### src/rtl/par_ser.sv
// par_ser: accepts a 6-word polyphase group in one cycle and streams it out word by word,
// using a two-bank ping-pong buffer. Define PAR_SER_PHASE_EN to add the phase_out port.
module par_ser #(
    parameter int w_in = 15
) (
    input  logic                   clk,
    input  logic                   rstn,
    input  logic                   valid_in,
    input  logic signed [w_in-1:0] data_in_0,
    input  logic signed [w_in-1:0] data_in_1,
    input  logic signed [w_in-1:0] data_in_2,
    input  logic signed [w_in-1:0] data_in_3,
    input  logic signed [w_in-1:0] data_in_4,
    input  logic signed [w_in-1:0] data_in_5,
    input  logic                   out_ready,
    output logic                   valid_out,
    output logic signed [w_in-1:0] data_out,
    output logic                   ovf
`ifdef PAR_SER_PHASE_EN
    ,
    output logic [2:0]             phase_out
`endif
);
    localparam int n_words = 6;

    typedef enum logic {
        IDLE  = 1'b0,
        SHIFT = 1'b1
    } state_t;

    state_t          state_reg, state_next;
    logic [w_in-1:0] bank_reg [2][n_words];
    logic [1:0]      full_reg, full_next;
    logic            wr_sel_reg, wr_sel_next;
    logic            rd_sel_reg, rd_sel_next;
    logic [2:0]      idx_reg, idx_next;
    logic            ovf_reg, ovf_next;
    logic [w_in-1:0] din [n_words];
    logic            xfer, last, cap, drop;

    assign din[0] = data_in_0;
    assign din[1] = data_in_1;
    assign din[2] = data_in_2;
    assign din[3] = data_in_3;
    assign din[4] = data_in_4;
    assign din[5] = data_in_5;

    assign xfer = (state_reg == SHIFT) && out_ready;
    assign last = xfer && (idx_reg == 3'(n_words - 1));
    // A full write bank is still usable when its final word leaves in this same cycle.
    assign cap  = valid_in && (!full_reg[wr_sel_reg] || (last && (rd_sel_reg == wr_sel_reg)));
    assign drop = valid_in && !cap;

    generate
        for (genvar gi = 0; gi < 2; gi++) begin : g_full
            assign full_next[gi] = (cap && (wr_sel_reg == 1'(gi))) ? 1'b1 :
                                   (last && (rd_sel_reg == 1'(gi))) ? 1'b0 :
                                   full_reg[gi];
        end
    endgenerate

    always_ff @(posedge clk) begin
        if (!rstn) begin
            state_reg  <= IDLE;
            full_reg   <= '0;
            wr_sel_reg <= 1'b0;
            rd_sel_reg <= 1'b0;
            idx_reg    <= '0;
            ovf_reg    <= 1'b0;
        end else begin
            state_reg  <= state_next;
            full_reg   <= full_next;
            wr_sel_reg <= wr_sel_next;
            rd_sel_reg <= rd_sel_next;
            idx_reg    <= idx_next;
            ovf_reg    <= ovf_next;
        end
    end

    always_ff @(posedge clk) begin
        if (!rstn) begin
            for (int b = 0; b < 2; b++) begin
                for (int w = 0; w < n_words; w++) begin
                    bank_reg[b][w] <= '0;
                end
            end
        end else if (cap) begin
            for (int w = 0; w < n_words; w++) begin
                bank_reg[wr_sel_reg][w] <= din[w];
            end
        end
    end

    always_comb begin
        wr_sel_next = cap ? ~wr_sel_reg : wr_sel_reg;
        rd_sel_next = last ? ~rd_sel_reg : rd_sel_reg;
        idx_next    = idx_reg;
        if (xfer) begin
            idx_next = last ? 3'd0 : idx_reg + 3'd1;
        end
        ovf_next   = ovf_reg | drop;
        state_next = full_next[rd_sel_next] ? SHIFT : IDLE;
    end

    always_comb begin
        valid_out = (state_reg == SHIFT);
        data_out  = '0;
        if (state_reg == SHIFT) begin
            data_out = bank_reg[rd_sel_reg][idx_reg];
        end
    end

    assign ovf = ovf_reg;

`ifdef PAR_SER_PHASE_EN
    assign phase_out = (state_reg == SHIFT) ? idx_reg : 3'd0;
`endif

endmodule

### config.mk
export PLATFORM = sky130hd
export DESIGN_NAME = par_ser
export DESIGN_NICKNAME = d
export VERILOG_FILES = /design/src/rtl/par_ser.sv
export SDC_FILE = /design/constraint.sdc
export NUM_CORES = 1
export LEC_CHECK = 0
export BUFFER_PORTS_ARGS = -buffer_cell sky130_fd_sc_hd__buf_2
export CAP_MARGIN = 5
export CORE_ASPECT_RATIO = 0.6
export CORE_UTILIZATION = 60
export DETAILED_ROUTE_END_ITERATION = 12
export GPL_ROUTABILITY_DRIVEN = 0
export MAX_ROUTING_LAYER = met4
export PLACE_DENSITY = 0.87
export SYNTH_ARGS = -nofsm -noshare
export SYNTH_HDL_FRONTEND = slang
export SYNTH_SLANG_ARGS = --single-unit
### constraint.sdc
create_clock -name clk -period 16 [get_ports clk]
set_input_delay 2.4 -clock clk [delete_from_list [all_inputs] [get_ports clk]]
set_output_delay 2.4 -clock clk [all_outputs]
set_load 0.005 [all_outputs]
# Word level (Yosys, flattened, before mapping)
# Memory sizes are Yosys's and may differ from the RTL's. A register that Yosys moved wholly into a read port is not among the register bits.
# Index checks and enable logic that the tools add are counted.
# op_classes
add_sub_neg,1
order_cmp,3
eq_ne,2
n_mux,23
n_bitwise,4
n_reduce_logical,13
# ops
cell,n
two-way mux 90 bit,1
OR reduction 90 bit,1
binary-select mux 15 bit (select 3 bit),1
two-way mux 15 bit,3
two-way mux 1 bit,17
logical AND 1 bit,9
>= comparator 4 bit (second input constant),1
< comparator 1 x 2 -> 1 bit (second input constant),2
inverter 3 -> 4 bit,1
adder 3 x 1 -> 3 bit (second input constant),1
equality test 3 bit (second input constant),1
two-way mux 3 bit,1
logical NOT 1 bit,2
inverter 1 bit,2
equality test 1 bit,1
logical OR 1 bit,1
OR 1 bit,1
# word_totals
regBits,9
ramBits,180
in_bits,94
out_inout_bits,17
word_cells,53
memories,1
# memory_table
name,words,width,read_ports,rd_clocked_by_memory_dff,write_ports,line_no,rtl
bank_reg,2,90,1,1,2,32,logic [w_in-1:0] bank_reg [2][n_words];

# Logic depth before layout (Yosys ltp)
# depth
word_depth,10
mapped_depth,9
ltp_nobuf,7

# Worst setup path after synthesis
# Ideal clock, no wire load.
# synth_timing
kind,input -> register
from,input out_ready
to,"memory bank_reg[1][0] (netlist name), enable pin"
setup_time_ns,0.614
t_arrival_ns,8.185
t_required_ns,15.386
path_slack_ns,7.201
stages,3
path_buffers,0
path_cell_list,and4_2 -> a21boi_0 -> o21ai_0
# synth_rtl
item,line_no,rtl
start: declaration,15,"input logic out_ready,"
end: declaration,32,

==> flow_summary_export.csv <==
group,metric,value,unit
status,status,"finished, final reports clean",
cts,root_buffer,"clkbuf_16",
logic_synthesis,synth-xor-area-share,0.102,%
sta,rsz0062_at_grt,"false",
setup_path,critPathLaunchType,"register",
global_route,grt_max_degree,91,
global_route,antenna_found_initial,0,
cts,ctsHtreeMaxLevel,4,
power,pwr_density_cell,115,nW/um^2
logic_synthesis,synthArstFlopShare,0,%
setup_path,critPathRequiredTime,13.60,ns
power,p_total,1.14,mW
sta,final.setup_skew,0.0112,ns
cells_and_area,syn_to_final_growth,15.1,%
power,power.leakage,3.85,nW
setup_path,reg2reg_from,"idx_reg[1]",
die,initial_core_util,62.4,%
logic_synthesis,synth.mux.area_fraction,11.9,%
die,core,13800,um^2
setup_path,crit_fanout,42,
detailed_routing,postRouteAntennaNets,0,
setup_path,end_kind,"output pin",
setup_path,cp.arrival,2.93,ns
logic_synthesis,syn_nets,679,
setup_path,crit-reg2reg-capture,"bank_reg[1][46]",
logic_synthesis,synth-adder-area-share,0.580,%
logic_synthesis,yosysMostFrequentCell,"edfxtp_1",
sta,fin_crit_sh,33.3,%
cells_and_area,largest_reg_flops,180,
setup_path,reg2reg_slack,12.65,ns
worst_hold_path,hold_start,"ovf",
logic_synthesis,yosysWarnings,0,
sta,setup_viol,0,
cts,cts_tree,"yes",
logic_synthesis,synth_top_family_by_area,"simple AND/OR/NAND/NOR gates",
die,rows,33,
setup_path,reg2reg_depth,6,
logic_synthesis,ys_seq_area_share,65.0,%
place,hpwl,12800,um
setup_path,path_class,"reg2out",
cts,cts_setup_buffers,0,
sta,period_needed,5.33,ns
cells_and_area,fin_nets,777,
cells_and_area,fill_cells,878,
logic_synthesis,synthCells,581,
logic_synthesis,synth.distinct_cells,35,
logic_synthesis,synth-seq-cells,190,
logic_synthesis,synth-edff-count,180,
cts,cts_resized,0,
global_route,grt_use_total,29.2,%
cells_and_area,diodes,0,
detailed_routing,firstDrtPassIters,5,
cts,clk_pin_slew,0.07,ns
global_route,grt_pass1_vias,5351,
cts,cts_buffers,17,
detailed_routing,finalWirelength,19400,um
place,port_buffers,110,
place,place_inst,852,
die,dieArea,14900,um^2
logic_synthesis,synth_commonest_cells,"edfxtp_1, and2_1, and2_2",
worst_hold_path,hold-path-endpoint,"ovf",
sta,fmax,187,MHz
cells_and_area,register_area,5610,um^2
detailed_routing,vias_per_cell,5.87,
die,die_x,157,um
cts,holdBufCountCts,0,
cells_and_area,stdcell_count,884,
logic_synthesis,synthTopCellsByArea,"edfxtp_1, and2_1, mux4_2, mux2_2, and2_2",
detailed_routing,wl_per_cell,22.0,um
detailed_routing,drt_iter0_drc,528,
worst_hold_path,hp-class,"reg2reg",
detailed_routing,route.detailed.drc,0,
logic_synthesis,synth_compound_area_share,3.57,%
die,io_pins,111,
cts,clkLatencyLatePin,0.43,ns
cts,cts.sinks,190,
sta,tightest_slew,0.983,ns
global_route,grt_pass1_wl,30000,um
detailed_routing,via_count,5185,
die,chipHeight,94.9,um
logic_synthesis,synth_top_area_share,62.7,%
logic_synthesis,synth-main-ff-cell,"edfxtp_1",
power,ir_worst_vdd,0.0804,mV
sta,slew_headroom,34.5,%
cells_and_area,layout-drive-gt1-share,36.6,%
cts,clockBufferDepth,2,
global_route,grt_overflow_total,0,
logic_synthesis,syn_area,8630,um^2
sta,finalHoldViolCount,0,
sta,slew_violations,0,
sta,setup_tns,0,ns
cells_and_area,multi_input_area,2850,um^2
logic_synthesis,avgSynthCellArea,14.8,um^2
worst_hold_path,whs_path_depth,2,
logic_synthesis,synthSimpleGateAreaFrac,16.6,%
logic_synthesis,yosysTopAreaCell,"edfxtp_1",
run,cap_violations,0,
==> worst max-delay path by stage <==
stage,from,end,slack [ns],cells after the start
after global placement,register,data_out[10],11.11,5
after detailed placement,register,data_out[0],11.08,5
after global routing,register,data_out[0],10.49,5
after CTS,register,data_out[0],10.62,5
after floorplan,out_ready,bank_reg[1][0],7.20,3
final,register,data_out[0],10.67,5
==> critical path, stage by stage (launching register included) <==
cell and delay (ns):
dfxtp_2 0.78, buf_4 0.65, mux4_2 0.63, nor2_1 0.13, o31ai_1 0.12, buf_2 0.17
==> final cells by class <==
type / instances / area share [%]
repair buffers: 117 / 6.08
clock buffers: 17 / 4.29
inverters: 7 / 0.265
multi-input cells: 346 / 28.7
clock inverters: 15 / 1.81
flip-flops and latches: 190 / 56.5
well taps: 192 / 2.42
==> kinds of logic (layout without fill, tap and decap cells) <==
logic type,after synthesis,count (layout)
flip-flops,190,190
multiplexers,61,61
buffers and inverters,45,156
adder cells (fa/ha/maj),4,4
AO/OA/AOI/OAI,46,46
AND/OR/NAND/NOR,234,234
XOR/XNOR,1,1
==> stage by stage <==
stage               setup slack [ns]  util (%)  hold slack [ns]  area (um^2)
floorplan                       7.20         -            0.482         8630
global placement               11.11      67.4            0.472         9320
detailed placement             11.08      67.4            0.489         9320
CTS                            10.62      71.8            0.511         9930
global route                   10.49      71.8            0.529         9930
finish                         10.67      71.8            0.499         9930
==> placed cells by master (no fill, tap or decap), types with 4 or more instances in the layout <==
cell type,count
a21oi_1,5
and2_1,146
and2_2,35
buf_2,110
buf_4,7
clkbuf_16,17
dfxtp_1,9
edfxtp_1,180
ha_1,4
inv_1,6
inv_8,4
mux2_2,30
mux4_2,30
nand2_1,20
nor2_1,17
nor2b_1,5
o22ai_1,16
o31ai_1,15
==> power breakdown <==
part	leakage, nW	internal, mW	switching [mW]	total, mW
Combinational	1.57	0.0447	0.0588	0.104
Clock	0.292	0.237	0.196	0.433
Sequential	1.99	0.591	0.0137	0.604
==> layer usage <==
layer / share of wire (%) / track usage (%)
met1: 42 / 39.7
met2: 47 / 43.6
met3: 9.4 / 8.67
met4: 1.3 / 7.03
met5: 0 / -
No activity file was read; power rests on OpenSTA's default activity.
